## src/rtl/prefix_addsub_pipe_pkg.sv

```systemverilog
// Shared constants and types for the prefix_addsub_pipe adder/subtractor.
// The ADDSUB_ABS_RESULT_EN build option selects the 4-stage magnitude variant.
package prefix_addsub_pipe_pkg;

  localparam int unsigned ADDSUB_W_DEF    = 24;
  localparam int unsigned ADDSUB_LAT_BASE = 3;
  localparam int unsigned ADDSUB_LAT_ABS  = 4;

  // Generate/propagate pair used throughout the prefix tree
  typedef struct packed {
    logic g;
    logic p;
  } gp_t;

endpackage

```

## src/rtl/prefix_addsub_pipe_prefix_cell.sv

```systemverilog
// Kogge-Stone combine node: merges a high group with the adjacent low group.
module prefix_cell
  import prefix_addsub_pipe_pkg::*;
(
  input  gp_t hi_i,
  input  gp_t lo_i,
  output gp_t gp_o
);

  // (G,P) = (Gh | Ph&Gl, Ph&Pl)
  always_comb begin
    gp_o.g = hi_i.g | (hi_i.p & lo_i.g);
    gp_o.p = hi_i.p & lo_i.p;
  end

endmodule

```

## src/rtl/prefix_addsub_pipe.sv

```systemverilog
// Pipelined unsigned add/subtract with a Kogge-Stone carry tree.
// Stage 1: bitwise g/p, stage 2: prefix carries, stage 3: sum/flags.
// Define ADDSUB_ABS_RESULT_EN to add a 4th stage that outputs |A-B| for
// subtractions with A < B; flags are the same in both builds.
module prefix_addsub_pipe
  import prefix_addsub_pipe_pkg::*;
#(
  parameter int unsigned W = ADDSUB_W_DEF
) (
  input  logic         clk,
  input  logic         rst,
  input  logic         in_valid,
  output logic         in_ready,
  input  logic [W-1:0] in_a,
  input  logic [W-1:0] in_b,
  input  logic         in_sub,
  output logic         out_valid,
  input  logic         out_ready,
  output logic [W-1:0] out_res,
  output logic         out_cout,
  output logic         out_sign
);

  // Prefix tree depth covering W bit positions plus the carry-in slot
  localparam int unsigned LVLS = $clog2(W + 1);

  logic         adv_c;
  logic [W-1:0] b_x;

  logic         s1_valid_q, s1_valid_d;
  logic [W-1:0] s1_g_q, s1_g_d;
  logic [W-1:0] s1_p_q, s1_p_d;
  logic         s1_cin_q, s1_cin_d;
  logic         s1_sub_q, s1_sub_d;

  logic         s2_valid_q, s2_valid_d;
  logic [W-1:0] s2_carry_q, s2_carry_d;
  logic [W-1:0] s2_p_q, s2_p_d;
  logic         s2_cin_q, s2_cin_d;
  logic         s2_sub_q, s2_sub_d;

  logic         s3_valid_q, s3_valid_d;
  logic [W-1:0] s3_res_q, s3_res_d;
  logic         s3_cout_q, s3_cout_d;
  logic         s3_sign_q, s3_sign_d;

`ifdef ADDSUB_ABS_RESULT_EN
  logic         s4_valid_q, s4_valid_d;
  logic [W-1:0] s4_res_q, s4_res_d;
  logic         s4_cout_q, s4_cout_d;
  logic         s4_sign_q, s4_sign_d;
`endif

  logic [W-1:0] carry_c;
  logic         cin_fin_c;
  logic [W:0]   fin_p_unused;

  // One global advance: every stage moves together or holds together
  assign adv_c    = !out_valid | out_ready;
  assign in_ready = adv_c;
  assign b_x      = in_sub ? ~in_b : in_b;

  // Kogge-Stone tree; slot 0 carries cin as a generate, slot i+1 is bit i
  for (genvar l = 0; l <= int'(LVLS); l++) begin : g_lvl
    gp_t [W:0] node;
    if (l == 0) begin : g_leaf
      for (genvar i = 0; i <= int'(W); i++) begin : g_bit
        if (i == 0) begin : g_cin
          assign node[i] = {s1_cin_q, 1'b0};
        end else begin : g_op
          assign node[i] = {s1_g_q[i-1], s1_p_q[i-1]};
        end
      end
    end else begin : g_comb
      localparam int D = 1 << (l - 1);
      for (genvar i = 0; i <= int'(W); i++) begin : g_bit
        if (i >= D) begin : g_cell
          prefix_cell u_cell (
            .hi_i (g_lvl[l-1].node[i]),
            .lo_i (g_lvl[l-1].node[i-D]),
            .gp_o (node[i])
          );
        end else begin : g_pass
          assign node[i] = g_lvl[l-1].node[i];
        end
      end
    end
  end

  // carry_c[i] is the carry out of bit i; group propagates are not needed
  for (genvar i = 0; i <= int'(W); i++) begin : g_fin
    assign fin_p_unused[i] = g_lvl[LVLS].node[i].p;
    if (i == 0) begin : g_cin
      assign cin_fin_c = g_lvl[LVLS].node[i].g;
    end else begin : g_carry
      assign carry_c[i-1] = g_lvl[LVLS].node[i].g;
    end
  end

  // Next-state for all stages: hold by default, shift on advance
  always_comb begin
    s1_valid_d = s1_valid_q;
    s1_g_d     = s1_g_q;
    s1_p_d     = s1_p_q;
    s1_cin_d   = s1_cin_q;
    s1_sub_d   = s1_sub_q;
    s2_valid_d = s2_valid_q;
    s2_carry_d = s2_carry_q;
    s2_p_d     = s2_p_q;
    s2_cin_d   = s2_cin_q;
    s2_sub_d   = s2_sub_q;
    s3_valid_d = s3_valid_q;
    s3_res_d   = s3_res_q;
    s3_cout_d  = s3_cout_q;
    s3_sign_d  = s3_sign_q;
`ifdef ADDSUB_ABS_RESULT_EN
    s4_valid_d = s4_valid_q;
    s4_res_d   = s4_res_q;
    s4_cout_d  = s4_cout_q;
    s4_sign_d  = s4_sign_q;
`endif
    if (adv_c) begin
      s1_valid_d = in_valid;
      s1_g_d     = in_a & b_x;
      s1_p_d     = in_a ^ b_x;
      s1_cin_d   = in_sub;
      s1_sub_d   = in_sub;
      s2_valid_d = s1_valid_q;
      s2_carry_d = carry_c;
      s2_p_d     = s1_p_q;
      s2_cin_d   = cin_fin_c;
      s2_sub_d   = s1_sub_q;
      s3_valid_d = s2_valid_q;
      s3_res_d   = s2_p_q ^ {s2_carry_q[W-2:0], s2_cin_q};
      s3_cout_d  = s2_carry_q[W-1];
      s3_sign_d  = s2_sub_q & ~s2_carry_q[W-1];
`ifdef ADDSUB_ABS_RESULT_EN
      s4_valid_d = s3_valid_q;
      s4_res_d   = s3_sign_q ? -s3_res_q : s3_res_q;
      s4_cout_d  = s3_cout_q;
      s4_sign_d  = s3_sign_q;
`endif
    end
  end

  // Stage registers; reset drops every in-flight beat
  always_ff @(posedge clk) begin
    if (rst) begin
      s1_valid_q <= 1'b0;
      s1_g_q     <= '0;
      s1_p_q     <= '0;
      s1_cin_q   <= 1'b0;
      s1_sub_q   <= 1'b0;
      s2_valid_q <= 1'b0;
      s2_carry_q <= '0;
      s2_p_q     <= '0;
      s2_cin_q   <= 1'b0;
      s2_sub_q   <= 1'b0;
      s3_valid_q <= 1'b0;
      s3_res_q   <= '0;
      s3_cout_q  <= 1'b0;
      s3_sign_q  <= 1'b0;
`ifdef ADDSUB_ABS_RESULT_EN
      s4_valid_q <= 1'b0;
      s4_res_q   <= '0;
      s4_cout_q  <= 1'b0;
      s4_sign_q  <= 1'b0;
`endif
    end else begin
      s1_valid_q <= s1_valid_d;
      s1_g_q     <= s1_g_d;
      s1_p_q     <= s1_p_d;
      s1_cin_q   <= s1_cin_d;
      s1_sub_q   <= s1_sub_d;
      s2_valid_q <= s2_valid_d;
      s2_carry_q <= s2_carry_d;
      s2_p_q     <= s2_p_d;
      s2_cin_q   <= s2_cin_d;
      s2_sub_q   <= s2_sub_d;
      s3_valid_q <= s3_valid_d;
      s3_res_q   <= s3_res_d;
      s3_cout_q  <= s3_cout_d;
      s3_sign_q  <= s3_sign_d;
`ifdef ADDSUB_ABS_RESULT_EN
      s4_valid_q <= s4_valid_d;
      s4_res_q   <= s4_res_d;
      s4_cout_q  <= s4_cout_d;
      s4_sign_q  <= s4_sign_d;
`endif
    end
  end

`ifdef ADDSUB_ABS_RESULT_EN
  assign out_valid = s4_valid_q;
  assign out_res   = s4_res_q;
  assign out_cout  = s4_cout_q;
  assign out_sign  = s4_sign_q;
`else
  assign out_valid = s3_valid_q;
  assign out_res   = s3_res_q;
  assign out_cout  = s3_cout_q;
  assign out_sign  = s3_sign_q;
`endif

endmodule

```

## config.mk

```make
export PLATFORM = sky130hd
export DESIGN_NAME = prefix_addsub_pipe
export DESIGN_NICKNAME = d
export VERILOG_FILES = /design/src/rtl/prefix_addsub_pipe_pkg.sv /design/src/rtl/prefix_addsub_pipe_prefix_cell.sv /design/src/rtl/prefix_addsub_pipe.sv
export SDC_FILE = /design/constraint.sdc
export NUM_CORES = 1
export LEC_CHECK = 0
export ABC_AREA = 1
export ABC_CLOCK_PERIOD_IN_PS = 3800
export CORE_MARGIN = 3
export CORE_UTILIZATION = 45
export DETAILED_ROUTE_END_ITERATION = 7
export PLACE_DENSITY = 0.66
export SLEW_MARGIN = 40
export SYNTH_ARGS = -nofsm -noshare
export SYNTH_HDL_FRONTEND = slang
export SYNTH_HIERARCHICAL = 1
export SYNTH_SLANG_ARGS = --single-unit
```

## constraint.sdc

```tcl
create_clock -name clk -period 3.8 [get_ports clk]
set_input_delay 0.76 -clock clk [delete_from_list [all_inputs] [get_ports clk]]
set_output_delay 0.76 -clock clk [all_outputs]
set_load 0.01 [all_outputs]
```

==> results.md, run 1 <==
- Outcome: completed
- Leakage: 0.00449 µW
- Synthesized area: 7150 µm²
- Period minus WS final: 2.78 ns
- Worst hold stages: 2
- Fin. max-slew vios: 0
- Share of cells above drive strength 1: 0.0361
- Core area: 15400 µm²
- Fin. Hold Viols: 0
- Resize count post-CTS: 0
- Logic pwr share: 0.151
- Reg2reg path depth: 5
- Sw frac: 0.261
- Grt met3 use: 0.0397
- Clock transition at path regs: 0.05 ns
- Nets: 1312
- Total iterations of the first detailed-routing run: 4
- Number of global-route vias before repair: 5950
- Row cnt: 45
- Reg2reg start: out_valid
- Worst Setup Start Kind: input port
- Initial antenna violation count: 0
- Tightest Pin Transition: 0.716 ns
- RePlAce Congestion: 0.839
- Setup Viol. Count Final: 0
- Residual DRC count: 0
- Total grt overflow: 0
- Fin Clk Skew: 0.00619 ns
- Filler cell count: 1607
- Hold buffer count at CTS: 0
- Worst r2r dst: out_res[12]
- Diode count: 0
- Max Cap Viol: 0
- Met1 Track Usage GR: 0.272
- Switch Pwr: 1000 µW
- Num CTS Buffers: 17
- Grt peak-use layer: met2
- First-pass GRT wire length: 28.1 mm
- DRT iter0 DRCs: 408
- Clock tree sinks: 127
- WS Path Type: in2out
- Wire per inst: 11.4 µm
- Syn_area_per_cell: 6.11 µm²
- Io pins: 81
- Clock share of power: 0.444
- Post-Syn Instances: 1171
- CTS max path bufs: 2
- Global-route usage over all layers: 0.196
- Req. time, crit path: 3.04 ns
- Worst vdd ir: 318 µV
- Antenna-violating nets left: 0
- Met2 usage: 0.303
- Worst hold start: out_sign
- Cell Int Power: 2830 µW
- Hold endpoint: out_sign
- R2R Setup Slk: 1.89 ns
- Layout area overhead: 20.8%
- TritonCTS clock tree: done
- Arrival @ worst endpoint: 2.02 ns
- Drt via density: 4.46
- Setup Buffers After CTS: 0
- Warning count from the yosys run: 6
- Max-Slew Margin vs Limit: 0.522
- Initial Utilization: 0.465
- Chip width: 132 µm
- Hpwl dp: 11.7 mm
- Routed Wire Length: 16.6 mm
- Port buffer count: 80
- Critical Path End Type: output port
- H-tree depth: 4
- Largest net degree at the start of global routing: 60
- Syn nets: 1248
- Area occupied by multi-input gates: 3500 µm²
- Seq pwr share: 0.404
- HP Class: reg2reg
- Layout Utilization: 0.562
- Die area: 17400 µm²
- Fmax: 360 MHz
- Final Cycle Share: 0.732
- Root Driver: clkbuf_16
- Die H: 132 µm
- Skew-Pair Late Insertion Delay: 0.42 ns
- FF/Latch Area: 2540 µm²
- Final setup TNS: 0 ns
- Critical path peak fanout: 4
- Pwr Density: 444 nW/µm²
- Via count: 6507
- RSZ-0062 raised after global routing: no
-- worst max path at each step --
stage                    from  cells after the start        to
floorplan           out_ready                      4  in_ready
global placement    out_ready                      4  in_ready
detailed placement  out_ready                      4  in_ready
CTS                 out_ready                      4  in_ready
global route        out_ready                      4  in_ready
finish              out_ready                      4  in_ready
-- per-stage QoR --
stage | total power (µW) | worst slack [ns] | instances | hold WS [ns] | instance area [µm²]
after global routing | 4040 | 0.979 | 1459 | 0.518 | 8640
after CTS | 3870 | 1.00 | 1459 | 0.487 | 8640
after floorplan | 1930 | 1.83 | 1171 | 0.434 | 7150
final | 3830 | 1.02 | 1459 | 0.483 | 8640
after detailed placement | 2150 | 1.02 | 1427 | 0.479 | 8020
after global placement | 2150 | 1.00 | 1427 | 0.463 | 8020
-- routing by layer --
metal  wire, µm  part of all wire
met1       8310              0.50
met2       7190              0.43
met3        819             0.049
met4        265             0.016
met5          0                 0
-- flip-flops by register name, indices dropped and copies added, names as in the netlist --
name        cells
out_cout        1
out_valid       1
s2_sub_q        1
s2_valid_q      1
s1_sub_q        1
s2_p_q         24
s1_g_q         24
out_sign        1
out_res        24
s1_valid_q      1
s1_p_q         24
s2_carry_q     24
-- critical path, stage by stage --
cell             delay (ns)
clkdlybuf4s50_1        0.51
inv_2                  0.08
nand2_4                0.10
clkdlybuf4s50_1        0.56
-- power groups by stage --
stage	Sequential, µW	Clock (µW)	Combinational [µW]
final	1550	1700	580
after global routing	1570	1800	677
after CTS	1550	1730	587
after detailed placement	1570	0	580
after global placement	1570	0	574
after floorplan	1550	0	385
-- layout by cell type, fill, tap and decap left out --
cell type / count
nor2_1: 253
buf_12: 2
clkbuf_8: 2
a21oi_1: 1
inv_1: 212
xor2_1: 24
nand2_4: 1
clkbuf_16: 17
inv_2: 2
ha_1: 24
nand3b_1: 24
clkdlybuf4s50_1: 80
nand2_1: 355
clkinv_2: 6
dfxtp_1: 127
nand3_1: 1
bufinv_16: 4
clkbuf_1: 1
clkinvlp_4: 2
o21ai_1: 23
buf_4: 8
inv_4: 1
o21ai_0: 78
-- final cells by class --
class	instances	share of cell area
multi-input cells	784	0.405
flip-flops and latches	127	0.294
repair buffers	90	0.104
inverters	215	0.0937
clock buffers	20	0.0529
well taps	211	0.0306
clock inverters	12	0.0191
No activity file was read; power rests on OpenSTA's default activity.
==> inputs of run 2 (changes only) <==
--- a/config.mk
+++ b/config.mk
@@ -6,7 +6,7 @@
 export NUM_CORES = 1
 export LEC_CHECK = 0
 export ABC_AREA = 1
-export ABC_CLOCK_PERIOD_IN_PS = 3800
+export ABC_CLOCK_PERIOD_IN_PS = 2800
 export CORE_MARGIN = 3
 export CORE_UTILIZATION = 45
 export DETAILED_ROUTE_END_ITERATION = 7
==> constraint.sdc (replaced) <==
create_clock -name clk -period 2.8 [get_ports clk]
set_input_delay 0.56 -clock clk [delete_from_list [all_inputs] [get_ports clk]]
set_output_delay 0.56 -clock clk [all_outputs]
set_load 0.01 [all_outputs]
==> results.md, run 2 (same netlist as run 1, synthesis figures left out) <==
- Outcome: completed
- Routed Wire Length: 16.5 mm
- Critical Path End Type: output port
- Period minus WS final: 2.29 ns
- Critical Path Start: out_ready
- Fin. Hold Viols: 0
- Io pins: 81
- Chip width: 132 µm
- Clock tree sinks: 127
- Diode count: 0
- Drt via density: 4.47
- Reg2reg start: out_valid
- HP Class: reg2reg
- Commonest cells after routing, fill and taps aside: nand2_1 (355), nor2_1 (253), inv_1 (212)
- Total grt overflow: 0
- Residual DRC count: 0
- Req. time, crit path: 2.24 ns
- Arrival @ worst endpoint: 1.73 ns
- Met3 WL: 667 µm
- RePlAce Congestion: 0.845
- Worst Setup Start Kind: input port
- Initial Utilization: 0.465
- Layout area overhead: 20.4%
- Die area: 17400 µm²
- Clock transition at path regs: 0.05 ns
- Met1 wire length: 8.66 mm
- Tightest Pin Transition: 0.418 ns
- Fin Clk Skew: 0.00541 ns
- Number of global-route vias before repair: 5876
- Largest net degree at the start of global routing: 77
- Worst hold start: s2_valid_q
- Hpwl dp: 11.6 mm
- Nets: 1313
- Layout Utilization: 0.560
- Wire per inst: 11.3 µm
- Uppermost layer routed: met4
- Num CTS Buffers: 17
- Commonest non-fill, non-tap cell in the layout: nand2_1
- Met2 routed WL: 6.89 mm
- Max Cap Viol: 0
- Skew-Pair Late Insertion Delay: 0.42 ns
- Fmax: 437 MHz
- Die H: 132 µm
- Worst vdd ir: 446 µV
- Antenna-violating nets left: 0
- DRT iter0 DRCs: 402
- Root Driver: clkbuf_16
- Global-route usage over all layers: 0.194
- Setup Buffers After CTS: 0
- Total iterations of the first detailed-routing run: 5
- R2R Setup Slk: 1.19 ns
- Port buffer count: 80
- Share of cells above drive strength 1: 0.0329
- Critical path peak fanout: 2
- Pwr Density: 584 nW/µm²
- WS Path Type: in2out
- Pre-CTS setup slack: 0.507 ns
- H-tree depth: 4
- Post-layout total power: 5030 µW
- Leakage: 0.00447 µW
- CTS max path bufs: 2
- Via count: 6520
- Worst Setup Slack, final: 0.512 ns
- Max-Slew Margin vs Limit: 0.722
- Core area: 15400 µm²
- Final Cycle Share: 0.817
- TritonCTS clock tree: done
- RSZ-0062 raised after global routing: no
- Initial antenna violation count: 0
- Row cnt: 45
- Fin. max-slew vios: 0
- Resize count post-CTS: 0
- Hold buffer count at CTS: 0
- Setup Viol. Count Final: 0
- First-pass GRT wire length: 27.8 mm
- Final setup TNS: 0 ns
run 2: layout make-up:
class / instances / area, µm²
Fill cell: 1616 / 6760
Tap cell: 211 / 264
Multi-Input combinational cell: 784 / 3500
Sequential cell: 127 / 2540
Timing Repair Buffer: 91 / 933
Clock buffer: 23 / 478
Inverter: 215 / 810
Clock inverter: 6 / 85.1
run 2: critical path: stages:
cell	delay, ns
clkdlybuf4s50_1	0.47
inv_2	0.05
nand2_4	0.09
clkdlybuf4s50_1	0.55
run 2: routing by layer:
layer,vias to the layer above,track usage
li1,3567,-
met1,2823,0.282
met2,112,0.285
met3,18,0.0385
met4,0,0.0688
met5,-,0
run 2: stage by stage:
| stage | hold slack [ns] | area (µm²) | instances |
|---|---|---|---|
| final | 0.477 | 8610 | 1457 |
| after detailed placement | 0.462 | 8050 | 1428 |
| after CTS | 0.479 | 8610 | 1457 |
| after global placement | 0.462 | 8050 | 1428 |
| after floorplan | 0.434 | 7150 | 1171 |
| after global routing | 0.515 | 8610 | 1457 |
run 2: power breakdown:
part           internal (µW)  leakage (µW)  switching, µW
Clock                   1360      0.000271            781
Combinational            364       0.00315            426
Sequential              1960       0.00105            140
run 2: worst paths after layout:
| check | cells after the start | endpoint |
|---|---|---|
| hold / removal | 2 | out_valid |
| setup / recovery | 4 | in_ready |
| hold reg to reg | 2 | out_valid |
| setup reg to reg | 6 | out_res[5] |
==> inputs of run 3 (changes only) <==
--- a/config.mk
+++ b/config.mk
@@ -6,7 +6,7 @@
 export NUM_CORES = 1
 export LEC_CHECK = 0
 export ABC_AREA = 1
-export ABC_CLOCK_PERIOD_IN_PS = 2800
+export ABC_CLOCK_PERIOD_IN_PS = 2200
 export CORE_MARGIN = 3
 export CORE_UTILIZATION = 45
 export DETAILED_ROUTE_END_ITERATION = 7
==> constraint.sdc (replaced) <==
create_clock -name clk -period 2.2 [get_ports clk]
set_input_delay 0.44 -clock clk [delete_from_list [all_inputs] [get_ports clk]]
set_output_delay 0.44 -clock clk [all_outputs]
set_load 0.01 [all_outputs]
==> results.md, run 3 (same netlist as run 1, synthesis figures left out) <==
- Outcome: completed
- Critical Path Start: out_ready
- Final cell count without fillers: 1461
- Leakage: 0.00451 µW
- CTS max path bufs: 2
- Die H: 132 µm
- Nets: 1314
- Critical Path End Type: output port
- Port buffer count: 80
- Final setup TNS: 0 ns
- R2R Setup Slk: 0.66 ns
- Critical path peak fanout: 2
- CP bufs+invs: 3
- Clock transition at path regs: 0.05 ns
- Global-route usage over all layers: 0.192
- Fin Clk Skew: 0.00530 ns
- Met2 routed WL: 6.98 mm
- RePlAce Congestion: 0.882
- Req. time, crit path: 1.76 ns
- Die area: 17400 µm²
- Root Driver: clkbuf_16
- Share of cells above drive strength 1: 0.0368
- Max Cap Viol: 0
- Period minus WS final: 2.07 ns
- Crit path largest cell delay: 0.57 ns
- WS Path Type: in2out
- H-tree depth: 4
- Largest net degree at the start of global routing: 85
- Commonest non-fill, non-tap cell in the layout: nand2_1
- Setup Viol. Count Final: 0
- HP Class: reg2reg
- Filler cell count: 1603
- Arrival @ worst endpoint: 1.63 ns
- CP max-delay cell: clkdlybuf4s50_1
- Clock tree sinks: 127
- Residual DRC count: 0
- Chip width: 132 µm
- Pwr Density: 767 nW/µm²
- Initial Utilization: 0.465
- DRT iter0 DRCs: 459
- Routed Wire Length: 16.3 mm
- Setup Buffers After CTS: 0
- Hold buffer count at CTS: 0
- Layout area overhead: 21.7%
- Core area: 15400 µm²
- Antenna-violating nets left: 0
- Wire per inst: 11.2 µm
- Row cnt: 45
- Final Cycle Share: 0.940
- Met3 WL: 758 µm
- Num CTS Buffers: 17
- Io pins: 81
- Worst vdd ir: 546 µV
- Critical-path cell list: clkdlybuf4s50_1 > inv_2 > nand2_4 > clkdlybuf4s50_1
- Initial antenna violation count: 0
- Worst Setup Start Kind: input port
- Reg2reg start: s1_sub_q
- Tightest Pin Transition: 0.418 ns
- Max-Slew Margin vs Limit: 0.721
- Commonest cells after routing, fill and taps aside: nand2_1 (355), nor2_1 (253), inv_1 (212)
- Drt via density: 4.43
- Skew-Pair Late Insertion Delay: 0.42 ns
- Met1 wire length: 8.43 mm
- Hpwl dp: 11.6 mm
- Fin. Hold Viols: 0
- TritonCTS clock tree: done
- Dpl cells: 1429
- Worst hold start: out_sign
- Uppermost layer routed: met4
- Total iterations of the first detailed-routing run: 4
- Via count: 6474
- CP most frequent cell: clkdlybuf4s50_1
- Fmax: 483 MHz
- Diode count: 0
- Resize count post-CTS: 0
- RSZ-0062 raised after global routing: no
- Total grt overflow: 0
- Fin. max-slew vios: 0
- First-pass GRT wire length: 27.5 mm
- Number of global-route vias before repair: 5736
- CP delay by family, top: buffers and inverters
run 3: cell count changes in the layout (fill, tap and decap cells not counted), sizes merged:
| cell | change |
|---|---|
| clkinv | +2 |
| buf | +1 |
| clkbuf | -1 |
| bufinv | +2 |
run 3: report_power, final:
part | internal, µW | switching, µW | leakage (µW) | total [µW]
Sequential | 2500 | 179 | 0.00105 | 2670
Clock | 1980 | 1010 | 0.000306 | 2990
Combinational | 468 | 540 | 0.00316 | 1010
run 3: worst paths after layout:
| check | endpoint | depth (start not counted) |
|---|---|---|
| worst max register to register | s2_carry_q[22] | 10 |
| worst min register to register | out_sign | 2 |
| worst max-delay path | in_ready | 4 |
| worst min-delay path | out_sign | 2 |
run 3: cell type report:
type	count	area [µm²]	area share
Clock inverter	10	159	0.0183
Tap cell	211	264	0.0303
Inverter	215	810	0.0930
Multi-Input combinational cell	784	3500	0.402
Sequential cell	127	2540	0.292
Timing Repair Buffer	92	953	0.110
Clock buffer	22	474	0.0545
run 3: tightest hold or removal path: stages, from the launching register on:
cell and delay, ns:
dfxtp_1 0.31, nand3_1 0.07, a21oi_1 0.06
run 3: metal layers:
layer | GRT usage | up-vias
li1 | - | 3572
met1 | 0.274 | 2778
met2 | 0.292 | 113
met3 | 0.0393 | 11
met4 | 0.0595 | 0
met5 | 0 | -
run 3: through the flow:
stage / utilization / area [µm²] / hold WS [ns] / setup WS (ns) / power (µW)
after floorplan: - / 7150 / 0.434 / 0.747 / 3340
after global placement: 0.525 / 8070 / 0.469 / 0.115 / 3720
after detailed placement: 0.525 / 8070 / 0.476 / 0.110 / 3720
after CTS: 0.566 / 8700 / 0.496 / 0.100 / 6750
after global routing: 0.566 / 8700 / 0.526 / 0.0720 / 7010
final: 0.566 / 8700 / 0.490 / 0.131 / 6670
